**src/rtl/edge_event_arbiter.sv**
```systemverilog
// Timestamps one-cycle edge pulses from NUM_CH channels and serialises them onto a single
// valid/ready event stream with round-robin arbitration and per-channel overrun tracking.
module edge_event_arbiter #(
  parameter int unsigned  NUM_CH   = 4,
  parameter int unsigned  TS_WIDTH = 16,
  localparam int unsigned CH_W     = $clog2(NUM_CH)
) (
  input  logic                clk,
  input  logic                reset,
  input  logic                enable,
  input  logic [NUM_CH-1:0]   edge_pulse,
  output logic                evt_valid,
  input  logic                evt_ready,
  output logic [CH_W-1:0]     evt_channel,
  output logic [TS_WIDTH-1:0] evt_timestamp,
  output logic                evt_missed,
  output logic [NUM_CH-1:0]   overrun_flags,
  input  logic                clear_overrun
);

  logic [TS_WIDTH-1:0] ts_cnt_q, ts_cnt_d;
  logic [NUM_CH-1:0]   pending_q, pending_d;
  logic [NUM_CH-1:0]   missed_q, missed_d;
  logic [NUM_CH-1:0]   overrun_q, overrun_d;
  logic [TS_WIDTH-1:0] ts_cap_q [NUM_CH];
  logic [TS_WIDTH-1:0] ts_cap_d [NUM_CH];
  logic [CH_W-1:0]     rr_ptr_q, rr_ptr_d;

  logic                evt_valid_q, evt_valid_d;
  logic [CH_W-1:0]     evt_channel_q, evt_channel_d;
  logic [TS_WIDTH-1:0] evt_timestamp_q, evt_timestamp_d;
  logic                evt_missed_q, evt_missed_d;

  logic                load_ok;
  logic                gnt_found;
  logic [CH_W-1:0]     gnt_idx;
  logic [CH_W-1:0]     scan_idx;
  logic [NUM_CH-1:0]   gnt_vec;

  assign load_ok  = !evt_valid_q || evt_ready;
  assign ts_cnt_d = ts_cnt_q + TS_WIDTH'(1);

  // First pending channel at or after rr_ptr, wrapping modulo NUM_CH.
  always_comb begin
    gnt_found = 1'b0;
    gnt_idx   = '0;
    scan_idx  = '0;
    for (int unsigned k = 0; k < NUM_CH; k++) begin
      scan_idx = CH_W'((32'(rr_ptr_q) + k) % NUM_CH);
      if (!gnt_found && pending_q[scan_idx]) begin
        gnt_found = 1'b1;
        gnt_idx   = scan_idx;
      end
    end
    gnt_vec = (load_ok && gnt_found) ? (NUM_CH'(1) << gnt_idx) : '0;
  end

  // A pulse on the channel being granted re-arms it rather than counting as a drop.
  always_comb begin
    pending_d = pending_q;
    missed_d  = missed_q;
    ts_cap_d  = ts_cap_q;
    overrun_d = clear_overrun ? '0 : overrun_q;
    for (int unsigned i = 0; i < NUM_CH; i++) begin
      if (gnt_vec[i]) begin
        pending_d[i] = 1'b0;
        missed_d[i]  = 1'b0;
      end
      if (enable && edge_pulse[i]) begin
        if (!pending_q[i] || gnt_vec[i]) begin
          pending_d[i] = 1'b1;
          ts_cap_d[i]  = ts_cnt_q;
          missed_d[i]  = 1'b0;
        end else begin
          missed_d[i]  = 1'b1;
          overrun_d[i] = 1'b1;
        end
      end
    end
  end

  always_comb begin
    evt_valid_d     = evt_valid_q;
    evt_channel_d   = evt_channel_q;
    evt_timestamp_d = evt_timestamp_q;
    evt_missed_d    = evt_missed_q;
    rr_ptr_d        = rr_ptr_q;
    if (load_ok) begin
      evt_valid_d = gnt_found;
      if (gnt_found) begin
        evt_channel_d   = gnt_idx;
        evt_timestamp_d = ts_cap_q[gnt_idx];
        evt_missed_d    = missed_q[gnt_idx];
        rr_ptr_d        = CH_W'((32'(gnt_idx) + 32'd1) % NUM_CH);
      end
    end
  end

  always_ff @(posedge clk) begin
    if (reset) begin
      ts_cnt_q        <= '0;
      pending_q       <= '0;
      missed_q        <= '0;
      overrun_q       <= '0;
      rr_ptr_q        <= '0;
      evt_valid_q     <= 1'b0;
      evt_channel_q   <= '0;
      evt_timestamp_q <= '0;
      evt_missed_q    <= 1'b0;
      for (int unsigned i = 0; i < NUM_CH; i++) begin
        ts_cap_q[i] <= '0;
      end
    end else begin
      ts_cnt_q        <= ts_cnt_d;
      pending_q       <= pending_d;
      missed_q        <= missed_d;
      overrun_q       <= overrun_d;
      rr_ptr_q        <= rr_ptr_d;
      evt_valid_q     <= evt_valid_d;
      evt_channel_q   <= evt_channel_d;
      evt_timestamp_q <= evt_timestamp_d;
      evt_missed_q    <= evt_missed_d;
      ts_cap_q        <= ts_cap_d;
    end
  end

  assign evt_valid     = evt_valid_q;
  assign evt_channel   = evt_channel_q;
  assign evt_timestamp = evt_timestamp_q;
  assign evt_missed    = evt_missed_q;
  assign overrun_flags = overrun_q;

endmodule

```
**config.mk**
```make
export PLATFORM = sky130hd
export DESIGN_NAME = edge_event_arbiter
export DESIGN_NICKNAME = d
export VERILOG_FILES = /design/src/rtl/edge_event_arbiter.sv
export SDC_FILE = /design/constraint.sdc
export NUM_CORES = 1
export LEC_CHECK = 0
export BUFFER_PORTS_ARGS = -buffer_cell sky130_fd_sc_hd__buf_2
export CAP_MARGIN = 40
export CELL_PAD_IN_SITES_DETAIL_PLACEMENT = 1
export CELL_PAD_IN_SITES_GLOBAL_PLACEMENT = 2
export CORE_UTILIZATION = 40
export DETAILED_ROUTE_END_ITERATION = 10
export PLACE_DENSITY_LB_ADDON = 0.1
export SETUP_SLACK_MARGIN = 0.2
export SYNTH_ARGS = -nofsm -noshare
export SYNTH_HDL_FRONTEND = slang
export SYNTH_SLANG_ARGS = --single-unit
```
**constraint.sdc**
```tcl
create_clock -name clk -period 2.5 [get_ports clk]
set_input_delay 0.375 -clock clk [delete_from_list [all_inputs] [get_ports clk]]
set_output_delay 0.375 -clock clk [all_outputs]
set_load 0.01 [all_outputs]
```
==> flow_metrics.env <==
export IMPL_run_status="completed"
export IMPL_maxCapViolCount=0
export IMPL_hold_class="primary input to register"
export IMPL_ys_flop_type="dfxtp_1"
export IMPL_synth_area_sq_um=5280
export IMPL_grt_overflow_total=0
export IMPL_grt_pass1_wl_um=22100
export IMPL_r2r_cells=7
export IMPL_gp_congestion=0.784
export IMPL_rows=41
export IMPL_start_kind="register"
export IMPL_die_x_um=117
export IMPL_initial_core_util_pct=41.5
export IMPL_seq_area_frac_synth_pct=43.3
export IMPL_numCtsBuffers=17
export IMPL_fillers=1458
export IMPL_worstSetupPathType="register to register"
export IMPL_area_delta_synth_final_pct=18.7
export IMPL_relSlewSlack_pct=60.3
export IMPL_finClkSkew_ns=0.00623
export IMPL_ant_nets=0
export IMPL_worstHoldPathCells=4
export IMPL_first_pass_iters=4
export IMPL_wl_per_cell_um=18.7
export IMPL_cellLeakagePower_nw=2.47
export IMPL_hold_viol=0
export IMPL_boundaryPins=33
export IMPL_grt_start_max_net_pins=40
export IMPL_dieArea_sq_um=13700
export IMPL_setup_viol=0
export IMPL_place_hpwl_um=8910
export IMPL_power_share_sequential_pct=37.3
export IMPL_synth_avg_cell_area_sq_um=10.4
export IMPL_synth_distinct_cells=52
export IMPL_h_tree_depth=4
export IMPL_synth_edff_count=0
export IMPL_cts_setup_buffers=0
export IMPL_switchingPower_w=0.00134
export IMPL_layout_cells_non_filler=730
export IMPL_insertion_delay_ns=0.42
export IMPL_worst_ep_arrival_time_ns=2.54
export IMPL_nets=555
export IMPL_p_sw_share_pct=26.2
export IMPL_antenna_found_initial=0
export IMPL_syn_nets=519
export IMPL_die_height_um=117
export IMPL_max_slew_worst_pin_slew_ns=0.591
export IMPL_vias=3872
export IMPL_clock_path_buffers=2
export IMPL_cts_root_buf="clkbuf_16"
export IMPL_grt_pass1_vias=4063
export IMPL_drc=0
export IMPL_cp_max_fo=17
export IMPL_cts_tree="yes"
export IMPL_drt_initial_drc_count=146
export IMPL_clock_sinks=114
export IMPL_fmax_mhz=453
export IMPL_syn_instance_count=509
export IMPL_drive_gt1_share_pct=19.7
export IMPL_dp_cells=698
export IMPL_wirelength_um=13600
export IMPL_async_flop_share_pct=0
export IMPL_intPower_w=0.00377
export IMPL_rsz0062_at_grt="no"
export IMPL_tns_ns=0
export IMPL_pwr_share_clk_pct=48.6
export IMPL_layout_min_cycle_time_ns=2.21
export IMPL_vdd_ir_drop_max_uv=480
export IMPL_layout_worst_path_cycle_share_pct=88.3
export IMPL_core_sq_um=12700
export IMPL_synth_warnings=0
export IMPL_critPathRequiredTime_ns=2.83
export IMPL_powerDensity_nw_per_um2=815
export IMPL_endpoint_kind="register"
export IMPL_via_per_inst=5.30
export IMPL_cts_clk_slew_worst_paths_ns=0.06
export IMPL_grtUsageTotal_pct=22.1
export IMPL_maxSlewViolCount=0
export IMPL_antenna_cells=0
export IMPL_comb_power_share_pct=14.1
export IMPL_synth_seq_cells=114
export IMPL_placement_io_buffers=32
## registers in the layout (all words and copies together), names as in the netlist
register,count
overrun_flags,4
evt_timestamp,16
evt_channel,2
pending_q,4
missed_q,4
evt_missed,1
rr_ptr_q,2
evt_valid,1
ts_cap_q,64
ts_cnt_q,16
## metal layers
metal | track usage, % | vias up | routed length, um
met5 | 0 | - | 0
met4 | 9.45 | 0 | 242
met3 | 5.56 | 21 | 352
met2 | 37.3 | 41 | 6630
met1 | 26.8 | 1941 | 6400
li1 | - | 1869 | -
## worst max-delay path, cell delays in order, from the launching register on
cell and delay [ns]:
dfxtp_2 0.44, and2b_1 0.23, a221oi_2 0.33, nor2_2 0.08, buf_4 0.23, o32ai_4 0.29, buf_8 0.26, mux2i_1 0.24
## cell type report
type | instances | area, sq um | area share (%)
Timing Repair Buffer | 52 | 353 | 5.63
Multi-Input combinational cell | 356 | 2790 | 44.6
Clock buffer | 22 | 474 | 7.57
Clock inverter | 10 | 131 | 2.10
Sequential cell | 114 | 2280 | 36.5
Tap cell | 172 | 215 | 3.44
Inverter | 4 | 15.0 | 0.240
## final timing paths
kind / from / endpoint / slack [ns]
worst max register to register: pending_q[1] / ts_cap_q[49] / 0.29
worst max-delay path: pending_q[1] / ts_cap_q[49] / 0.29
worst min register to register: evt_channel[1] / evt_channel[1] / 0.46
worst min-delay path: evt_ready / evt_valid / 0.26
## kinds of logic after synthesis
logic type | share of synthesized area [%]
buffers and inverters | 3.87
adders and majority gates | 0.237
muxes | 17.5
DFF | 43.3
AOI/OAI and AO/OA | 12.7
xor gates and xnor gates | 2.32
and+or+nand+nor | 20.1
## cells in the mapped netlist (7+ instances only)
| cell type | n | area [sq um] |
|---|---|---|
| dfxtp_1 | 114 | 2280 |
| mux2i_1 | 91 | 911 |
| nand2b_1 | 84 | 526 |
| nor2_1 | 23 | 86.3 |
| clkbuf_1 | 17 | 63.8 |
| nand3b_1 | 17 | 128 |
| nand2_1 | 14 | 52.6 |
| nand3_1 | 14 | 70.1 |
| a21oi_1 | 12 | 60.1 |
| o21ai_0 | 11 | 55.1 |
| xor2_1 | 11 | 96.3 |
| buf_2 | 10 | 50.1 |
| o221ai_2 | 10 | 150 |
| a211o_1 | 7 | 61.3 |
| o221ai_1 | 7 | 61.3 |
## layout by cell type (no fill, tap or decap), types with 5 or more instances in the layout
cell type / count
dfxtp_1: 113
mux2i_1: 91
nand2b_1: 84
buf_2: 31
nor2_1: 23
nand3b_1: 17
clkbuf_16: 17
buf_4: 16
nand2_1: 14
nand3_1: 14
a21oi_1: 12
o21ai_0: 11
xor2_1: 11
o221ai_2: 10
o221ai_1: 7
a211o_1: 7
nand4_1: 5
clkinv_2: 5
## power by group through the flow
stage          sequential [W]  combinational, W  clock, W
2_1_floorplan         0.00193          0.000497         0
3_3_place_gp          0.00194          0.000698         0
3_5_place_dp          0.00194          0.000718         0
4_1_cts               0.00190          0.000725   0.00253
5_1_grt               0.00191          0.000769   0.00262
6_report              0.00190          0.000719   0.00248
## metrics by stage
stage | setup WS [ns] | hold WS [ns] | utilization (%) | area (sq um) | power [W]
5_1_grt | 0.208 | 0.271 | 49.2 | 6260 | 0.00530
6_report | 0.292 | 0.259 | 49.2 | 6260 | 0.00511
3_3_place_gp | 0.194 | 0.441 | 44.2 | 5620 | 0.00264
3_5_place_dp | 0.0760 | 0.451 | 44.3 | 5640 | 0.00266
2_1_floorplan | 0.558 | 0.426 | - | 5280 | 0.00243
4_1_cts | 0.227 | 0.246 | 49.1 | 6250 | 0.00516
## repair_timing
item                                    4_1_cts  5_1_grt
gates resized for setup                       2        3
endpoints found under the hold margin         0        0
hold buffers                                  0        0
gates cloned                                  0        0
endpoints found under the setup margin       46       18
pin swaps                                     0        1
No activity file was read; power rests on OpenSTA's default activity.
